===== config.mk =====
export PLATFORM = sky130hd
export DESIGN_NAME = small_mario_sprite_fetch
export DESIGN_NICKNAME = d
export VERILOG_FILES = /design/src/rtl/small_mario_sprite_fetch.sv
export SDC_FILE = /design/constraint.sdc
export NUM_CORES = 1
export LEC_CHECK = 0
export ABC_CLOCK_PERIOD_IN_PS = 2700
export CELL_PAD_IN_SITES_DETAIL_PLACEMENT = 1
export CELL_PAD_IN_SITES_GLOBAL_PLACEMENT = 2
export CORE_AREA = 2 2 100 102
export DETAILED_ROUTE_END_ITERATION = 10
export DIE_AREA = 0 0 102 104
export PLACE_DENSITY = 0.82
export SYNTH_ARGS = -nofsm -noshare
export SYNTH_HDL_FRONTEND = slang
export SYNTH_SLANG_ARGS = --single-unit

===== constraint.sdc =====
create_clock -name clk -period 2.7 [get_ports clk]
set_clock_uncertainty 0.15 [all_clocks]
set_input_delay 0.27 -clock clk [delete_from_list [all_inputs] [get_ports clk]]
set_output_delay 0.27 -clock clk [all_outputs]
set_load 0.01 [all_outputs]

===== src/rtl/small_mario_sprite_fetch.sv =====
// ----------------------------------------------------------------------------
// small_mario_sprite_fetch
//
// Pixel-rate fetch stage in front of the small-Mario palette lookup. For every
// VGA pixel it decides whether the pixel falls inside Mario's bounding box. It
// then forms the sprite ROM address from the animation frame, the row and the
// (optionally mirrored) column. Finally it returns the ROM's palette index and
// a sprite_on flag, aligned three clock edges after draw_x/draw_y.
//
// Mario's position and facing are captured into shadow registers on
// frame_start, so a frame is never drawn with a half-updated pose. The
// walk/jump animation FSM also advances only on frame_start.
//
// Ports:
//   clk           pixel clock
//   reset_n       asynchronous active-low reset
//   draw_x/draw_y current pixel column/row from the VGA controller
//   pix_valid     high during active video
//   frame_start   one-cycle pulse at vsync (start of blanking)
//   mario_x/y     sprite top-left corner from game logic
//   facing_left   mirror sprite horizontally
//   walking       Mario moving on the ground
//   jumping       Mario airborne (wins over walking)
//   rom_addr      registered sprite ROM read address
//   rom_data      ROM palette index, valid one cycle after rom_addr
//   palette_index index to the palette block; 0 outside the box
//   sprite_on     inside the box and index is not transparent
// ----------------------------------------------------------------------------
module small_mario_sprite_fetch #(
    parameter int unsigned SPRITE_W   = 16,
    parameter int unsigned SPRITE_H   = 16,
    parameter int unsigned ANIM_DIV   = 6,
    parameter int unsigned ADDR_W     = 11,
    parameter int unsigned TRANSP_IDX = 0
) (
    input  logic              clk,
    input  logic              reset_n,
    input  logic [9:0]        draw_x,
    input  logic [9:0]        draw_y,
    input  logic              pix_valid,
    input  logic              frame_start,
    input  logic [9:0]        mario_x,
    input  logic [9:0]        mario_y,
    input  logic              facing_left,
    input  logic              walking,
    input  logic              jumping,
    output logic [ADDR_W-1:0] rom_addr,
    input  logic [3:0]        rom_data,
    output logic [3:0]        palette_index,
    output logic              sprite_on
);

    localparam int unsigned COL_W = $clog2(SPRITE_W);
    localparam int unsigned ROW_W = $clog2(SPRITE_H);
    localparam int unsigned DIV_W = (ANIM_DIV > 1) ? $clog2(ANIM_DIV) : 1;

    localparam logic [COL_W-1:0] COL_MAX  = COL_W'(SPRITE_W - 1);
    localparam logic [DIV_W-1:0] DIV_LAST = DIV_W'(ANIM_DIV - 1);
    localparam logic [3:0]       TRANSP   = 4'(TRANSP_IDX);
    localparam logic [10:0]      W_EXT    = 11'(SPRITE_W);
    localparam logic [10:0]      H_EXT    = 11'(SPRITE_H);

    // ------------------------------------------------------------------------
    // Shadow copy of Mario's pose, refreshed once per video frame
    // ------------------------------------------------------------------------
    logic [9:0] sx_q;
    logic [9:0] sy_q;
    logic       sflip_q;

    always_ff @(posedge clk or negedge reset_n) begin
        if (!reset_n) begin
            sx_q    <= '0;
            sy_q    <= '0;
            sflip_q <= 1'b0;
        end else if (frame_start) begin
            sx_q    <= mario_x;
            sy_q    <= mario_y;
            sflip_q <= facing_left;
        end
    end

    // ------------------------------------------------------------------------
    // Animation FSM: STAND -> frame 0, WALK -> walk_frame (1..3), JUMP -> 4
    // ------------------------------------------------------------------------
    typedef enum logic [1:0] {
        StStand,
        StWalk,
        StJump
    } anim_e;

    anim_e            anim_q, anim_d;
    logic [1:0]       walk_frame_q, walk_frame_d;
    logic [DIV_W-1:0] div_cnt_q, div_cnt_d;
    logic [2:0]       frame;

    always_ff @(posedge clk or negedge reset_n) begin
        if (!reset_n) begin
            anim_q       <= StStand;
            walk_frame_q <= 2'd1;
            div_cnt_q    <= '0;
        end else begin
            anim_q       <= anim_d;
            walk_frame_q <= walk_frame_d;
            div_cnt_q    <= div_cnt_d;
        end
    end

    always_comb begin
        anim_d       = anim_q;
        walk_frame_d = walk_frame_q;
        div_cnt_d    = div_cnt_q;
        if (frame_start) begin
            if (jumping) begin
                anim_d = StJump;
            end else if (walking) begin
                anim_d = StWalk;
            end else begin
                anim_d = StStand;
            end

            if (anim_d == StWalk) begin
                if (anim_q != StWalk) begin
                    // Every new walk starts on the first stride frame.
                    walk_frame_d = 2'd1;
                    div_cnt_d    = '0;
                end else if (div_cnt_q == DIV_LAST) begin
                    div_cnt_d    = '0;
                    walk_frame_d = (walk_frame_q == 2'd3) ? 2'd1 : walk_frame_q + 2'd1;
                end else begin
                    div_cnt_d = div_cnt_q + 1'b1;
                end
            end
        end
    end

    always_comb begin
        frame = 3'd0;
        unique case (anim_q)
            StStand: frame = 3'd0;
            StWalk:  frame = {1'b0, walk_frame_q};
            StJump:  frame = 3'd4;
            default: frame = 3'd0;
        endcase
    end

    // ------------------------------------------------------------------------
    // Stage 1: box test and ROM address
    // ------------------------------------------------------------------------
    logic [10:0]       x_end;
    logic [10:0]       y_end;
    logic              in_box;
    logic [COL_W-1:0]  col_raw;
    logic [COL_W-1:0]  col;
    logic [ROW_W-1:0]  row;
    logic [ADDR_W-1:0] addr_calc;

    always_comb begin
        // 11-bit bounds so a sprite near column 1023 clips instead of wrapping.
        x_end  = {1'b0, sx_q} + W_EXT;
        y_end  = {1'b0, sy_q} + H_EXT;
        in_box = pix_valid
               && (draw_x >= sx_q) && ({1'b0, draw_x} < x_end)
               && (draw_y >= sy_q) && ({1'b0, draw_y} < y_end);

        // Only the low bits of the offset matter once the pixel is in the box.
        col_raw = draw_x[COL_W-1:0] - sx_q[COL_W-1:0];
        row     = draw_y[ROW_W-1:0] - sy_q[ROW_W-1:0];
        col     = sflip_q ? (COL_MAX - col_raw) : col_raw;

        // Power-of-two sprite dimensions make the address a plain bit packing.
        addr_calc = (ADDR_W'(frame) << (COL_W + ROW_W))
                  | (ADDR_W'(row) << COL_W)
                  | ADDR_W'(col);
    end

    logic v1_q;
    logic v2_q;

    always_ff @(posedge clk or negedge reset_n) begin
        if (!reset_n) begin
            rom_addr <= '0;
            v1_q     <= 1'b0;
        end else begin
            rom_addr <= in_box ? addr_calc : '0;
            v1_q     <= in_box;
        end
    end

    // ------------------------------------------------------------------------
    // Stage 2: ROM access in flight; carry the in-box flag alongside it
    // ------------------------------------------------------------------------
    always_ff @(posedge clk or negedge reset_n) begin
        if (!reset_n) begin
            v2_q <= 1'b0;
        end else begin
            v2_q <= v1_q;
        end
    end

    // ------------------------------------------------------------------------
    // Stage 3: qualified palette index and visibility flag
    // ------------------------------------------------------------------------
    always_ff @(posedge clk or negedge reset_n) begin
        if (!reset_n) begin
            palette_index <= 4'd0;
            sprite_on     <= 1'b0;
        end else begin
            palette_index <= v2_q ? rom_data : 4'd0;
            sprite_on     <= v2_q && (rom_data != TRANSP);
        end
    end

endmodule


* Word-level counts from Yosys, hierarchy flattened *
Cells that the tools add are included.

storage, ports and cells
  output and inout bits = 16
  input bits = 51
  register bits = 46

operators by class
  bitwise operators = 2
  multiplexer cells = 12
  reduce and logical (&&, ||, !) cells = 9
  order comparisons = 4
  eq/ne operators = 6
  add/sub/neg operators = 7

operator list
  operator                                              count
  adder 10 x 5 -> 11 bit (second input constant)        2
  less-than comparator 10 x 11 -> 1 bit                 2
  greater-or-equal comparator 10 bit                    2
  2-to-1 mux 11 bit                                     1
  bitwise OR 11 x 4 -> 11 bit                           1
  bitwise OR 11 x 8 -> 11 bit                           1
  2-to-1 mux 2 bit                                      5
  2-to-1 mux 4 bit                                      2
  subtractor 4 bit                                      2
  2-to-1 mux 3 bit                                      2
  one-hot mux 3 bit (2 select lines)                    1
  logical AND 1 bit                                     5
  equality test 2 x 1 -> 1 bit (second input constant)  2
  equality test 2 bit (second input constant)           2
  nonzero test 4 bit                                    1
  subtractor 4 bit (first input constant)               1
  adder 3 x 1 -> 3 bit (second input constant)          1
  equality test 3 bit (second input constant)           1
  AND reduction 3 bit                                   1
  adder 2 x 1 -> 2 bit (second input constant)          1
  != test 2 x 1 -> 1 bit (second input constant)        1
  AND reduction 2 bit                                   1
  nonzero test 2 bit                                    1
  2-to-1 mux 1 bit                                      1

* Logic depth before layout (Yosys ltp) *
  word-level depth = 6
  mapped depth = 10
  depth with buffers taken out = 9

* Worst setup path before layout *
Ideal clock, no wire load.

  path type = register to register
  start = reg sx_q[4]
  end = reg rom_addr[3]
  required time = 2.470 ns
  stages on the path, launching flop included = 11
  path buffers = 1
  setup slack = 0.467 ns
  arrival time = 2.003 ns
  path through = dfrtp_1 -> ha_1 -> nand3_1 -> xnor2_1 -> ha_1 -> a21o_1 -> a21o_1 -> a21oi_2 -> nand4_2 -> buf_6 -> nor3b_2

on the way
  longest elaborated chain between the ends = 6

ends and longest elaborated chain
  item                                                                          line      source
  start: declaration                                                            66        logic [9:0] sx_q;
  start signal: assignment                                                      76        sx_q <= mario_x;
  adder 10 x 5 -> 11 bit or greater-or-equal comparator 10 bit (tied branches)  159, 162
  less-than comparator 10 x 11 -> 1 bit or logical AND 1 bit (tied branches)    162       && (draw_x >= sx_q) && ({1'b0, draw_x} < x_end)
  logical AND 1 bit *                                                           162
  logical AND 1 bit * (2 in a row)                                              163       && (draw_y >= sy_q) && ({1'b0, draw_y} < y_end);
  2-to-1 mux 11 bit *                                                           184       rom_addr <= in_box ? addr_calc : '0;
  end signal: assignment                                                        184
  end: declaration                                                              47        output logic [ADDR_W-1:0] rom_addr,

Every way passes the cells marked *; elsewhere a longest branch is shown, timed or not.
A chain may end at the register's enable or synchronous reset.

* Final worst setup path *
Same ends and word-level chain as after synthesis.

==> summary.md <==
| Metric | Value |
|---|---|
| First-pass GRT wire length | 10.7 mm |
| Wire length per cell | 13.8 um |
| Initial detailed-routing violation count | 67 |
| Leakage Power | around 1.6 nW |
| Post-route antenna net violation count | 0 |
| GPL Wtd Cong | between 0.7 and 0.8 |
| Hold Crit Start | v1_q$_DFF_PN0_ |
| RSZ-0062 raised after global routing | no |
| Worst skew pair latency | ~310 ps |
| N_diodes | 0 |
| Vias in the first global route | 2316 |
| Clock transition at path regs | 90 ps |
| Period Utilization, post-route | 0.945 |
| Nets | 440 |
| Reg-to-reg setup timing slack | 150 ps |
| Peak supply drop | 174 uV |
| End point of the critical path | rom_addr[3]$_DFF_PN0_ |
| Worst Path Class, Setup | flop to flop |
| # resized after CTS | 0 |
| Die height | 104 um |
| Clock tree buffer depth | 2 |
| Hold WC Path Type | flop to flop |
| Synth Instances | 280 |
| Worst hold margin | 209 ps |
| Drt drc | 0 |
| Hpwl dp | between 5 and 6 mm |
| Crit. End Element | flop |
| CP Data Arrival Time | 2630 ps |
| Synth Flop Type | dfrtp_1 |
| Die width | 102 um |
| Multi-input gate area | roughly 1500 um^2 |
| Synth async-reset ratio | 1.00 |
| Total gr overflow | 0 |
| Initial core utilization | 0.290 |
| Cts bufs inserted | 5 |
| Yosys warning count | 0 |
| Final core utilization | 0.387 |
| Max Slew Vio Count | 0 |
| Layout cells sized above 1 | 0.0878 |
| Die area | 10600 um^2 |
| Buffers added on ports | 66 |
| # rows | 36 |
| Required time of the critical path | 2770 ps |
| Worst reg2reg path depth | 9 |
| CP most frequent cell | ha_1 |
| Final Cell Area | ~3700 um^2 |
| Ports | 67 |
| Register area share after synthesis | 0.416 |
| Pwr/cell area | about 450 nW/um^2 |
| DRT Wirelength | 6.71 mm |
| H-tree Lvls | 2 |
| Cells after DPL | 477 |
| Non-filler cells in the finished layout | 486 |
| Worst Setup SP | sx_q[4]$_DFFE_PN0P_ |
| Mean number of vias per cell | roughly 4.6 |
| Reg area | 1150 um^2 |
| #FFs+latches synth | 46 |
| EDFF count, synth | 0 |
| Fin. Hold Viols | 0 |
| Slew HR | 0.669 |
| P&R area growth vs syn | 33.5% |
| Slowest-stage cell, CP | o311ai_1 |
| All-Layer GR Usage | 0.127 |
| Clock sink count | 46 |
| Maximum clock frequency | 392 MHz |
| Syn Nets | 368 |
| CTS tree | done |
| Critical Path Max Stage Delay | 450 ps |
| Max Cap Viol | 0 |
| Max FO, Critical Path | 4 |
| FF-to-FF End | rom_addr[3]$_DFF_PN0_ |
| # fillers | 1125 |
| Synth cell types | between 40 and 50 |
| Avg Cell Area, Syn | 9.90 um^2 |
| Area of placed instances | 3600 um^2 |
| Final setup viols | 0 |
| Total number of vias | 2227 |
| Min cycle time layout | ~2600 ps |
| Cell Area, Synth | 2770 um^2 |
| Core area | 9550 um^2 |
| Largest net degree at the start of global routing | 43 |
| CP Launch Type | flop |
| Drt pass-1 iters | 4 |
| Crit-path cells | ha_1, inv_1, ha_1, o21ai_0, a21oi_1, o311ai_1, nand4_2, buf_4, nor3b_2 |
| Least-Margin Pin Slew | between 400 and 500 ps |
| Initial antenna violation count | 0 |
| FF-to-FF Start | sx_q[4]$_DFFE_PN0P_ |
| Status | finished, final reports clean |
| Setup TNS | 0 ps |
| Root Buffer | clkbuf_8 |
## critical path, delay by kind of cell, from the launching register on
kind,cells,cell delay (ps)
flip-flops,1,420
AO/OA/AOI/OAI,3,680
adder cells (fa/ha/maj),2,590
AND/OR/NAND/NOR,2,390
buffers and inverters,2,270
## where the power goes
group	leakage, nW	internal [mW]	switching (mW)
Clock	0.0441	0.182	0.255
Sequential	0.596	0.728	0.0278
Combinational	1.00	0.237	0.241
## routing by layer
layer  part of all wire  vias up  GRT usage
met5                  0        -          0
met4              0.013        0     0.0371
met3              0.057        7     0.0235
met2               0.46       58      0.210
met1               0.47     1049      0.169
li1                   -     1113          -
## registers in the layout, summed over array words and instances, names as in the netlist, 2 cells and up
| register | count |
|---|---|
| rom_addr | 11 |
| sx_q | 10 |
| sy_q | 10 |
| palette_index | 4 |
| div_cnt_q | 3 |
| anim_q | 2 |
| walk_frame_q | 2 |
## synth_stat cells (all sizes together) (2+ instances only)
cell	n	area share
nand3	9	0.016
mux2	3	0.012
a21o	4	0.011
nor3	9	0.029
o21ai	26	0.047
and2	4	0.0090
nand2	36	0.049
buf	2	0.0059
o21a	2	0.0054
ha	35	0.16
nand3b	3	0.0081
o41ai	2	0.0063
nand4b	3	0.0095
nand4	3	0.0090
dfrtp	45	0.41
and3	2	0.0045
a21oi	13	0.025
nor2	7	0.0095
clkbuf	6	0.0081
xnor2	14	0.044
inv	29	0.039
fa	2	0.014
xor2	2	0.0063
## how the worst min path moves through the flow
stage                                 end  slack, ps  cells after the start
5_1_grt                    v2_q$_DFF_PN0_        220                      0
2_1_floorplan       anim_q[0]$_DFFE_PN0P_       -180                      0
3_3_place_gp   palette_index[2]$_DFF_PN0_        100                      1
3_5_place_dp   palette_index[0]$_DFF_PN0_        110                      1
6_report                   v2_q$_DFF_PN0_        210                      0
4_1_cts                    v2_q$_DFF_PN0_        210                      0
## logic make-up (layout without fill, tap and decap cells)
logic type / Yosys count / count (layout) / share of synthesized area
DFF: 46 / 46 / 0.416
muxes: 3 / 3 / 0.0122
buffers and inverters: 37 / 110 / 0.0533
AOI/OAI and AO/OA: 59 / 59 / 0.133
adders and majority gates: 37 / 37 / 0.172
and+or+nand+nor: 82 / 82 / 0.163
xor gates and xnor gates: 16 / 16 / 0.0506
## repair_timing
| item | CTS | global route |
|---|---|---|
| hold buffers | 1 | 0 |
| buffers inserted | 0 | 0 |
| hold endpoints to repair | 19 | 0 |
## through the flow
stage	setup WS, ps	power, mW
CTS	143	1.70
finish	148	1.67
detailed placement	92.9	1.25
floorplan	467	1.06
global placement	145	1.24
global route	12.6	1.78
## layout by cell type (no fill, tap or decap), types with 3 or more instances in the layout
cell,netlist,routed
a21o_1,4,4
dfrtp_1,45,45
xnor2_1,14,14
nand2_1,36,36
inv_1,28,28
nand3b_1,3,3
a21oi_1,12,12
and2_1,4,4
clkdlybuf4s50_1,0,65
nand4b_1,3,3
buf_4,0,6
mux2_2,3,3
clkbuf_8,0,5
nor3_2,7,7
nor2_1,7,7
o21ai_0,25,25
ha_1,35,35
nand3_1,9,9
## cell type report
type,count,share of cell area
inverters,29,0.0294
multi-input cells,197,0.398
flip-flops and latches,46,0.311
well taps,133,0.0450
clock inverters,3,0.00575
repair buffers,73,0.192
clock buffers,5,0.0186
No activity file was read; power rests on OpenSTA's default activity.
